<file path="src/rtl/grad_accumulator.sv">
// -----------------------------------------------------------------------------
// grad_accumulator
//
// Single-lane gradient reduction stage. After a start pulse it sums a batch of
// signed fixed-point gradient samples with per-add saturation. It then presents
// the finished sum as a one-cycle valid pulse for the downstream update stage.
//
// Ports:
//   clk             rising-edge clock for all state
//   rst             asynchronous reset, active-low (0 = reset asserted)
//   batch_size_in   number of samples in the batch, sampled on an accepted start
//   start_in        one-cycle pulse that begins a new accumulation
//   grad_in         signed gradient sample
//   grad_valid_in   grad_in is valid this cycle
//   grad_out        finished sum while grad_valid_out is high, otherwise 0
//   grad_valid_out  one-cycle pulse marking the finished sum
//   busy_out        high while accumulating or emitting
//   overflow_out    sticky: some add in the current/last batch saturated
// -----------------------------------------------------------------------------
module grad_accumulator #(
  parameter int WIDTH = 16,
  parameter int FRAC  = 8,
  parameter int CNT_W = 8
) (
  input  logic             clk,
  input  logic             rst,
  input  logic [CNT_W-1:0] batch_size_in,
  input  logic             start_in,
  input  logic [WIDTH-1:0] grad_in,
  input  logic             grad_valid_in,
  output logic [WIDTH-1:0] grad_out,
  output logic             grad_valid_out,
  output logic             busy_out,
  output logic             overflow_out
);

  // FRAC only documents the fixed-point format; the adder does not depend on
  // it. Reject formats that leave no integer bit.
  if (FRAC < 0 || FRAC >= WIDTH) begin : g_bad_frac
    $error("grad_accumulator: FRAC must be in [0, WIDTH-1]");
  end

  typedef enum logic [1:0] {
    IDLE  = 2'd0,
    ACCUM = 2'd1,
    EMIT  = 2'd2
  } state_t;

  state_t             state_reg;
  logic [WIDTH-1:0]   acc_reg;
  logic [CNT_W-1:0]   cnt_reg;
  logic [CNT_W-1:0]   size_reg;
  logic               ovf_reg;
  logic [WIDTH-1:0]   grad_out_reg;
  logic               grad_valid_reg;
  logic               busy_reg;

  logic [WIDTH:0]     sum_wide;
  logic [WIDTH-1:0]   sum_sat;
  logic               sum_clamped;
  logic [CNT_W-1:0]   cnt_next;

  // Add in WIDTH+1 bits. The two top bits differ exactly when the true sum
  // lies outside the WIDTH-bit signed range. The extra sign bit then tells
  // which rail to clamp to.
  always_comb begin
    sum_wide    = {acc_reg[WIDTH-1], acc_reg} + {grad_in[WIDTH-1], grad_in};
    sum_clamped = sum_wide[WIDTH] ^ sum_wide[WIDTH-1];
    sum_sat     = sum_wide[WIDTH-1:0];
    if (sum_clamped) begin
      sum_sat = sum_wide[WIDTH] ? {1'b1, {(WIDTH-1){1'b0}}}
                                : {1'b0, {(WIDTH-1){1'b1}}};
    end
  end

  assign cnt_next = cnt_reg + 1'b1;

  always_ff @(posedge clk or negedge rst) begin
    if (!rst) begin
      state_reg      <= IDLE;
      acc_reg        <= '0;
      cnt_reg        <= '0;
      size_reg       <= '0;
      ovf_reg        <= 1'b0;
      grad_out_reg   <= '0;
      grad_valid_reg <= 1'b0;
      busy_reg       <= 1'b0;
    end else begin
      // The output pulse lasts a single cycle. grad_out returns to zero with it.
      grad_valid_reg <= 1'b0;
      grad_out_reg   <= '0;

      case (state_reg)
        IDLE: begin
          // A zero-length batch would never reach its terminal count, so it
          // is dropped here. overflow_out is left untouched in that case.
          if (start_in && (batch_size_in != '0)) begin
            size_reg  <= batch_size_in;
            acc_reg   <= '0;
            cnt_reg   <= '0;
            ovf_reg   <= 1'b0;
            state_reg <= ACCUM;
            busy_reg  <= 1'b1;
          end
        end

        ACCUM: begin
          if (grad_valid_in) begin
            acc_reg <= sum_sat;
            cnt_reg <= cnt_next;
            if (sum_clamped) begin
              ovf_reg <= 1'b1;
            end
            // The terminal test is an equality check, so the counter never wraps.
            // The result is registered here, so it appears in the EMIT cycle.
            if (cnt_next == size_reg) begin
              state_reg      <= EMIT;
              grad_valid_reg <= 1'b1;
              grad_out_reg   <= sum_sat;
            end
          end
        end

        EMIT: begin
          state_reg <= IDLE;
          busy_reg  <= 1'b0;
        end

        default: begin
          state_reg <= IDLE;
          busy_reg  <= 1'b0;
        end
      endcase
    end
  end

  assign grad_out       = grad_out_reg;
  assign grad_valid_out = grad_valid_reg;
  assign busy_out       = busy_reg;
  assign overflow_out   = ovf_reg;

endmodule

</file>
<file path="config.mk">
export PLATFORM = sky130hd
export DESIGN_NAME = grad_accumulator
export DESIGN_NICKNAME = d
export VERILOG_FILES = /design/src/rtl/grad_accumulator.sv
export SDC_FILE = /design/constraint.sdc
export NUM_CORES = 1
export LEC_CHECK = 0
export CELL_PAD_IN_SITES_DETAIL_PLACEMENT = 1
export CELL_PAD_IN_SITES_GLOBAL_PLACEMENT = 1
export CORE_UTILIZATION = 44
export CTS_BUF_LIST = sky130_fd_sc_hd__clkbuf_4
export CTS_CLUSTER_SIZE = 20
export DETAILED_ROUTE_END_ITERATION = 7
export PLACE_DENSITY = 0.9
export SYNTH_ARGS = -nofsm -noshare
export SYNTH_HDL_FRONTEND = slang
export SYNTH_SLANG_ARGS = --single-unit
</file>
<file path="constraint.sdc">
create_clock -name clk -period 3.2 [get_ports clk]
set_input_delay 0.64 -clock clk [delete_from_list [all_inputs] [get_ports clk]]
set_output_delay 0.64 -clock clk [all_outputs]
set_load 0.01 [all_outputs]
</file>
# After elaboration in Yosys (flattened, before gate mapping)
# Index checks and enable logic that the tools add are counted.
[totals]
register_bits = 53
inputBits = 28
output_inout_bits = 19
wordCells = 51
[op_classes]
n_addsub = 2
eq_ne = 6
muxes = 24
bitwise_logic = 2
reduce_logical = 9
[ops]
columns = ["op", "count"]
rows = [
  ["16-bit 2-to-1 mux", 7],
  ["16-bit one-hot mux with 2 select lines", 1],
  ["16-bit by 16-bit adder with 17-bit output", 1],
  ["8-bit 2-to-1 mux", 2],
  ["8-bit one-hot mux with 2 select lines", 1],
  ["8-bit by 1-bit adder with 8-bit output, second input constant", 1],
  ["8-bit equality test", 1],
  ["2-bit != test, second input constant", 4],
  ["8-bit nonzero test", 1],
  ["1-bit 2-to-1 mux", 7],
  ["2-bit 2-to-1 mux", 3],
  ["3-bit AND reduction", 2],
  ["1-bit one-hot mux with 2 select lines", 2],
  ["2-bit one-hot mux with 2 select lines", 1],
  ["2-bit AND reduction", 2],
  ["4-bit AND reduction", 1],
  ["2-bit by 1-bit equality test with 1-bit output, second input constant", 1],
  ["2-bit zero test", 1],
  ["2-bit nonzero test", 1],
  ["1-bit logical AND", 1],
  ["1-bit NOT", 1],
  ["1-bit bitwise XOR", 1],
]

# Logic depth before layout (Yosys ltp)
# Gate-level depths: netlist of run 1.
[logic_depth]
word_depth = 6
ltp_mapped = 10
depth_no_buf = 9

# Worst setup path before layout of run 1
# OpenSTA, ideal clock, no wires.
[synth_timing]
path_type = "in2reg"
from = "input port grad_in[0]"
to = "register acc_reg[13]"
setup_time_ns = 0.121
arrival_time_ns = 2.812
required_ns = 3.079
slack_ns = 0.267
cell_stages = 10
n_path_buf = 1
path_cell_list = "ha_1 -> fa_1 -> a21o_1 -> a221oi_2 -> or4_1 -> a31oi_2 -> o21ai_2 -> buf_6 -> o41ai_2 -> a22o_1"
[synth_between]
elab_chain_len = 5
word_cells_on_any_way = 6
classes_between = "add/sub (1); mux (4); bitwise (1)"
[synth_rtl]
columns = ["item", "line_no", "text"]
rows = [
  ["start: declaration", "29", "input logic [WIDTH-1:0] grad_in,"],
  ["16-bit by 16-bit adder with 17-bit output *", "67", "sum_wide = {acc_reg[WIDTH-1], acc_reg} + {grad_in[WIDTH-1], grad_in};"],
  ["16-bit 2-to-1 mux / 1-bit bitwise XOR (equally long branches)", "71, 68", ""],
  ["16-bit 2-to-1 mux *", "70", "if (sum_clamped) begin"],
  ["16-bit 2-to-1 mux *", "108", "if (grad_valid_in) begin"],
  ["16-bit one-hot mux with 2 select lines *", "93", "case (state_reg)"],
  ["end signal: assignment", "109", "acc_reg <= sum_sat;"],
  ["end: declaration", "50", "logic [WIDTH-1:0] acc_reg;"],
]
# Mark *: on every way between the ends. The rest lies on a longest branch, timed or not. The select of a mux whose other input is x is not followed.
# A chain may end at the register's enable or synchronous reset.

# Worst setup path in the final report of run 1
[layout_timing]
from = "input port grad_in[14]"
to = "register acc_reg[9]"
# The elaborated chain is that of the path after synthesis.

==> run_results.csv, run 1 <==
group,metric,value,unit
run_status,status,"complete, no violations",
die,dieArea,7600,um2
clock_tree,postCtsSetupBuffers,0,
routing,first_pass_iters,4,
routing,via_count,2762,
routing,ant_nets,0,
critical_path,crit_path_start_kind,"input port",
synth,netlist_top_cells_count,"53 x dfrtp_1, 19 x nor2_1, 17 x ha_1, 17 x o21ai_0, 16 x a22o_1",
synth,avgSynthCellArea,10.5,um2
routing,wire_per_inst,19.9,um
clock_tree,h-tree-depth,2,
timing,timing.final.crit_share,0.965,
power,ir_drop,0.357,mV
routing,routed_wl,9780,um
die,io_pins,47,
power,power.switching,1.78,mW
synth,synth_ff_type,"dfrtp_1",
synth,ys_types,56,
global_route,grt_pass1_wl,16000,um
finish,fillers,773,
timing,clock_skew,4.26,ps
power,pwr-share-comb,0.660,
synth,synthSimpleGateAreaFrac,0.169,
routing,drc,0,
clock_tree,clock_sinks,53,
place,place_congestion,0.833,
timing,worst_pin_slew,630,ps
synth,synth_warnings,0,
clock_tree,worstSkewPairLatency,370,ps
timing,relSlewSlack,0.580,
timing,fmax,0.324,GHz
finish,instances_no_fill,492,
critical_path,crit_required,3470,ps
hold_path,hold_path.class,"in2async",
clock_tree,cts_buffers,5,
synth,synth-edff-count,0,
synth,syn-num-nets,350,
die,chipWidth,87.2,um
critical_path,reg2reg_depth,11,
synth,synth_top_family_by_area,"compound AO/OA/AOI/OAI gates",
synth,synth_fa_ha_area_frac,0.0729,
synth,netlist_instances,304,
synth,muxShareOfSynthArea,0.0318,
finish,fin_util,0.599,
timing,fin_tns_setup,0,ps
critical_path,path_class,"in2reg",
synth,synthArstFlopShare,1.00,
power,seq_power_share,0.263,
place,port_buffers,46,
power,internal_power,2.24,mW
place,dpl.cell_count,484,
finish,area_growth,29.7,%
global_route,track_usage,0.280,
timing,finalHoldViolCount,0,
synth,synth.top_cell.area_share,0.416,
finish,antennaDiodeCount,0,
power,power_leakage,1.88,nW
synth,yosys.area.top_type,"dfrtp_1",
global_route,antenna_found_initial,0,
timing,hold_slack,219,ps
synth,ys_seq_area_frac,0.416,
power,powerDensity,970,nW/um2
die,start_util,0.462,
synth,synth_seq_cells,53,
clock_tree,clk_pin_slew,150,ps
global_route,grt_max_degree,24,
routing,first_iter_violations,101,
clock_tree,clockBufferDepth,2,
clock_tree,cts_tree,"built",
place,place_hpwl,7700,um
critical_path,critPathCaptureType,"register",
power,switching_share,0.443,
timing,min_period,3090,ps
synth,synth_xor_area_frac,0.0604,
critical_path,cp_max_fo,5,
power,p_clk_frac,0.077,
synth,synth.most_common_cell,"dfrtp_1",
timing,finalMaxSlewViolations,0,
finish,drive_gt1_frac,0.247,
synth,synth_area_leaders,"dfrtp_1 42%, ha_1 6.7%, a22o_1 4.4%, mux2_2 3.2%, o21ai_2 3.0%",
finish,finalNetCount,441,
die,fp.dieH,87.2,um
global_route,grt-ovfl-total,0,
routing,routed_via_density,5.61,
global_route,grt_pass1_vias,3112,
clock_tree,cts_root_buf,"clkbuf_4",
critical_path,worst_ep_arrival_time,3360,ps
die,core,6910,um2
synth,synth-compound-area-share,0.219,
synth,synth_area,3190,um2
flow_run,cap_violations,0,
timing,rsz0062_at_grt,"false",
timing,setup_viol,0,
die,rows,30,
-- kinds of logic after synthesis --
logic type	after synthesis
DFF	53
muxes	9
and+or+nand+nor	92
adders and majority gates	18
buffers and inverters	19
AOI/OAI and AO/OA	91
xor gates and xnor gates	22
-- final timing paths --
path / start / endpoint / slack (ps)
worst min-delay path: rst / grad_out[3] / 220
worst max register to register: acc_reg[0] / acc_reg[9] / 400
worst max-delay path: grad_in[14] / acc_reg[9] / 110
worst min register to register: busy_out / busy_out / 510
min in group clk: busy_out / busy_out / 510
max in group asynchronous: rst / acc_reg[14] / 2330
-- critical path, stage by stage --
cell	delay [ps]
clkdlybuf4s50_1	460
ha_1	370
o21ai_1	160
o211a_1	280
a2111oi_4	360
o211ai_2	200
nor3_4	270
buf_4	200
buf_4	130
o21ai_2	60
a22o_1	220
-- placed cells by master, fill, tap and decap left out, types with 3 or more instances in the layout --
cell / Yosys / layout
a21o_1: 8 / 8
a21oi_1: 14 / 14
a22o_1: 16 / 16
and2_1: 14 / 14
and2_2: 4 / 4
and3_1: 3 / 3
buf_4: 2 / 50
clkbuf_4: 0 / 6
clkdlybuf4s50_1: 0 / 45
dfrtp_1: 53 / 53
ha_1: 17 / 17
inv_1: 7 / 7
mux2_2: 9 / 9
nand2_1: 15 / 15
nand3_1: 6 / 6
nand4_1: 3 / 3
nor2_1: 19 / 19
nor2b_1: 3 / 3
nor3_1: 4 / 4
o21ai_0: 17 / 17
o21ai_1: 3 / 3
o21ai_2: 11 / 11
xnor2_1: 11 / 11
xor2_1: 11 / 11
-- repair_timing --
action | CTS | global route
endpoints found under the hold margin | 0 | 0
hold buffers | 0 | 0
gates resized for setup | 0 | 2
setup endpoints to repair | 0 | 2
-- power by group through the flow --
stage | Clock [mW] | Sequential, mW | Combinational, mW
3_3_place_gp | 0 | 1.05 | 2.41
2_1_floorplan | 0 | 1.01 | 1.65
6_report | 0.309 | 1.06 | 2.65
5_1_grt | 0.336 | 1.08 | 2.89
3_5_place_dp | 0 | 1.07 | 2.59
4_1_cts | 0.317 | 1.05 | 2.63
-- final cells by class --
cell class | count | area, um2 | area share
multi-input cells | 232 | 1780 | 0.429
flip-flops and latches | 53 | 1330 | 0.320
repair buffers | 96 | 831 | 0.201
well taps | 96 | 120 | 0.0290
clock buffers | 6 | 45.0 | 0.0109
inverters | 7 | 26.3 | 0.00635
clock inverters | 2 | 15.0 | 0.00363
-- metal layers --
layer / vias up / routed length (um) / track usage
li1: 1289 / - / -
met5: - / 0 / 0
met4: 0 / 274 / 0.0894
met2: 77 / 5150 / 0.518
met1: 1369 / 4020 / 0.332
met3: 27 / 332 / 0.0445
-- metrics by stage --
stage | total power, mW | setup WS, ps | area [um2]
final | 4.02 | 112 | 4140
after global routing | 4.31 | 2.82 | 4140
after CTS | 4.00 | 106 | 4130
after detailed placement | 3.66 | -253 | 4070
after global placement | 3.46 | -152 | 4070
after floorplan | 2.66 | 267 | 3190
No activity file was read; power rests on OpenSTA's default activity.
==> inputs of run 2 (changes only) <==
Settings changed: PLACE_DENSITY 0.9 to 0.84.
==> run 2 against run 1 <==
  * Design area decreased by 0.63%
  * Clock power increased by 29%
  * Routed wire length decreased by 8.7%
  * First-iteration DRC count increased by 2.0%
  * Critical endpoint is now acc_reg[13]
  * Largest power group unchanged
  * Highest routed layer unchanged
==> run_results.csv, run 2 (synthesis gave the netlist of run 1 again) <==
group,metric,value,unit
critical_path,critPathCaptureType,"register",
timing,relSlewSlack,0.349,
timing,fin_tns_setup,0,ps
timing,fmax,0.317,GHz
routing,routed_wl,8920,um
place,dpl.cell_count,476,
routing,via_count,2698,
die,io_pins,47,
power,power_leakage,1.87,nW
power,switching_share,0.433,
timing,finalHoldViolCount,0,
critical_path,reg2reg_depth,10,
global_route,use_met2,0.464,
routing,drc,0,
clock_tree,h-tree-depth,2,
hold_path,hold_path.class,"in2async",
finish,final_common_cell,"dfrtp_1",
place,place_hpwl,6770,um
clock_tree,cts_root_buf,"clkbuf_4",
global_route,grt_pass1_vias,2995,
place,port_buffers,46,
routing,wire_per_inst,18.4,um
critical_path,crit_required,3470,ps
routing,first_pass_iters,4,
critical_path,worst_ep_arrival_time,3420,ps
global_route,grt_max_degree,22,
die,fp.dieH,87.2,um
finish,drive_gt1_frac,0.232,
critical_path,crit_path_start_kind,"input port",
timing,hold_slack,156,ps
critical_path,worstReg2RegEnd,"acc_reg[13]",
power,seq_power_share,0.265,
global_route,grt_pass1_wl,14700,um
die,dieArea,7600,um2
timing,setup_viol,0,
clock_tree,cts_tree,"built",
critical_path,ff2ff_setup_slack,300,ps
power,p_clk_frac,0.100,
place,place_congestion,0.815,
clock_tree,worstSkewPairLatency,390,ps
global_route,use_met1,0.299,
global_route,busiest_layer,"met2",
clock_tree,cts_buffers,5,
routing,routed_via_density,5.57,
timing,finalMaxSlewViolations,0,
clock_tree,postCtsSetupBuffers,0,
routing,ant_nets,0,
power,internal_power,2.26,mW
clock_tree,clockBufferDepth,2,
die,rows,30,
global_route,track_usage,0.253,
critical_path,r2r-start,"acc_reg[0]",
flow_run,cap_violations,0,
global_route,antenna_found_initial,0,
clock_tree,clock_sinks,53,
timing,clock_skew,23.0,ps
finish,finalNetCount,433,
finish,instances_no_fill,484,
routing,first_iter_violations,103,
clock_tree,cts_hold_buf,0,
power,pwr-share-comb,0.635,
global_route,grt-ovfl-total,0,
power,powerDensity,968,nW/um2
run_status,status,"complete, no violations",
timing,timing.final.crit_share,0.984,
finish,area_growth,28.9,%
timing,fin_ws,49.9,ps
critical_path,path_class,"in2reg",
global_route,grt_util_met3,0.0445,
clock_tree,post_cts_resized,0,
die,core,6910,um2
timing,worst_pin_slew,974,ps
power,power.switching,1.72,mW
timing,min_period,3150,ps
die,start_util,0.462,
critical_path,cp_max_fo,4,
clock_tree,clk_pin_slew,160,ps
die,chipWidth,87.2,um
finish,layout_common_cells,"53 x dfrtp_1, 45 x clkdlybuf4s50_1, 42 x buf_4",
place,pre_cts_slack,-358,ps
power,ir_drop,0.459,mV
finish,antennaDiodeCount,0,
run 2: cell count changes in the layout (fill, tap and decap cells not counted), sizes merged:
cell / previous run / this run
buf: 51 / 43
clkinvlp: 2 / 0
bufinv: 0 / 1
clkinv: 0 / 1
run 2: final cells by class:
class,count,area (um2)
Inverter,7,26.3
Clock inverter,2,38.8
Sequential cell,53,1330
Clock buffer,6,45.0
Fill cell,788,2790
Tap cell,96,120
Multi-Input combinational cell,232,1790
Timing Repair Buffer,88,771
run 2: power groups by stage:
stage                     Sequential [mW]  Clock (mW)  Combinational (mW)
after CTS                            1.06       0.401                2.49
after global routing                 1.08       0.424                2.77
final                                1.06       0.399                2.53
after detailed placement             1.07           0                2.46
after floorplan                      1.01           0                1.65
after global placement               1.06           0                2.32
run 2: how the worst max path moves through the flow:
| stage | startpoint | end | slack [ps] | cells after the start |
|---|---|---|---|---|
| finish | grad_in[0] | acc_reg[13] | 50 | 11 |
| CTS | grad_in[0] | acc_reg[13] | 30 | 11 |
| global placement | grad_in[0] | grad_out[13] | -180 | 11 |
| floorplan | grad_in[0] | acc_reg[13] | 270 | 10 |
| global route | grad_in[0] | acc_reg[13] | -70 | 11 |
| detailed placement | grad_in[0] | acc_reg[13] | -360 | 11 |
run 2: per-layer routing:
metal,vias up,part of all wire
met1,1354,0.41
met5,-,0
met4,0,0.026
met3,20,0.029
li1,1274,-
met2,50,0.53
run 2: per-stage QoR:
stage	instance area [um2]	power, mW	utilization
after CTS	4090	3.95	0.592
final	4110	3.98	0.596
after detailed placement	4010	3.53	0.580
after floorplan	3190	2.66	-
after global placement	4010	3.38	0.580
after global routing	4110	4.27	0.596
run 2: critical path, cell delays in order:
cell	delay (ps)
clkdlybuf4s50_1	410
ha_1	240
buf_4	150
a211o_1	320
a211oi_1	240
buf_4	180
nor3_1	80
or4_1	530
o311ai_0	230
o41ai_4	170
a22o_1	230
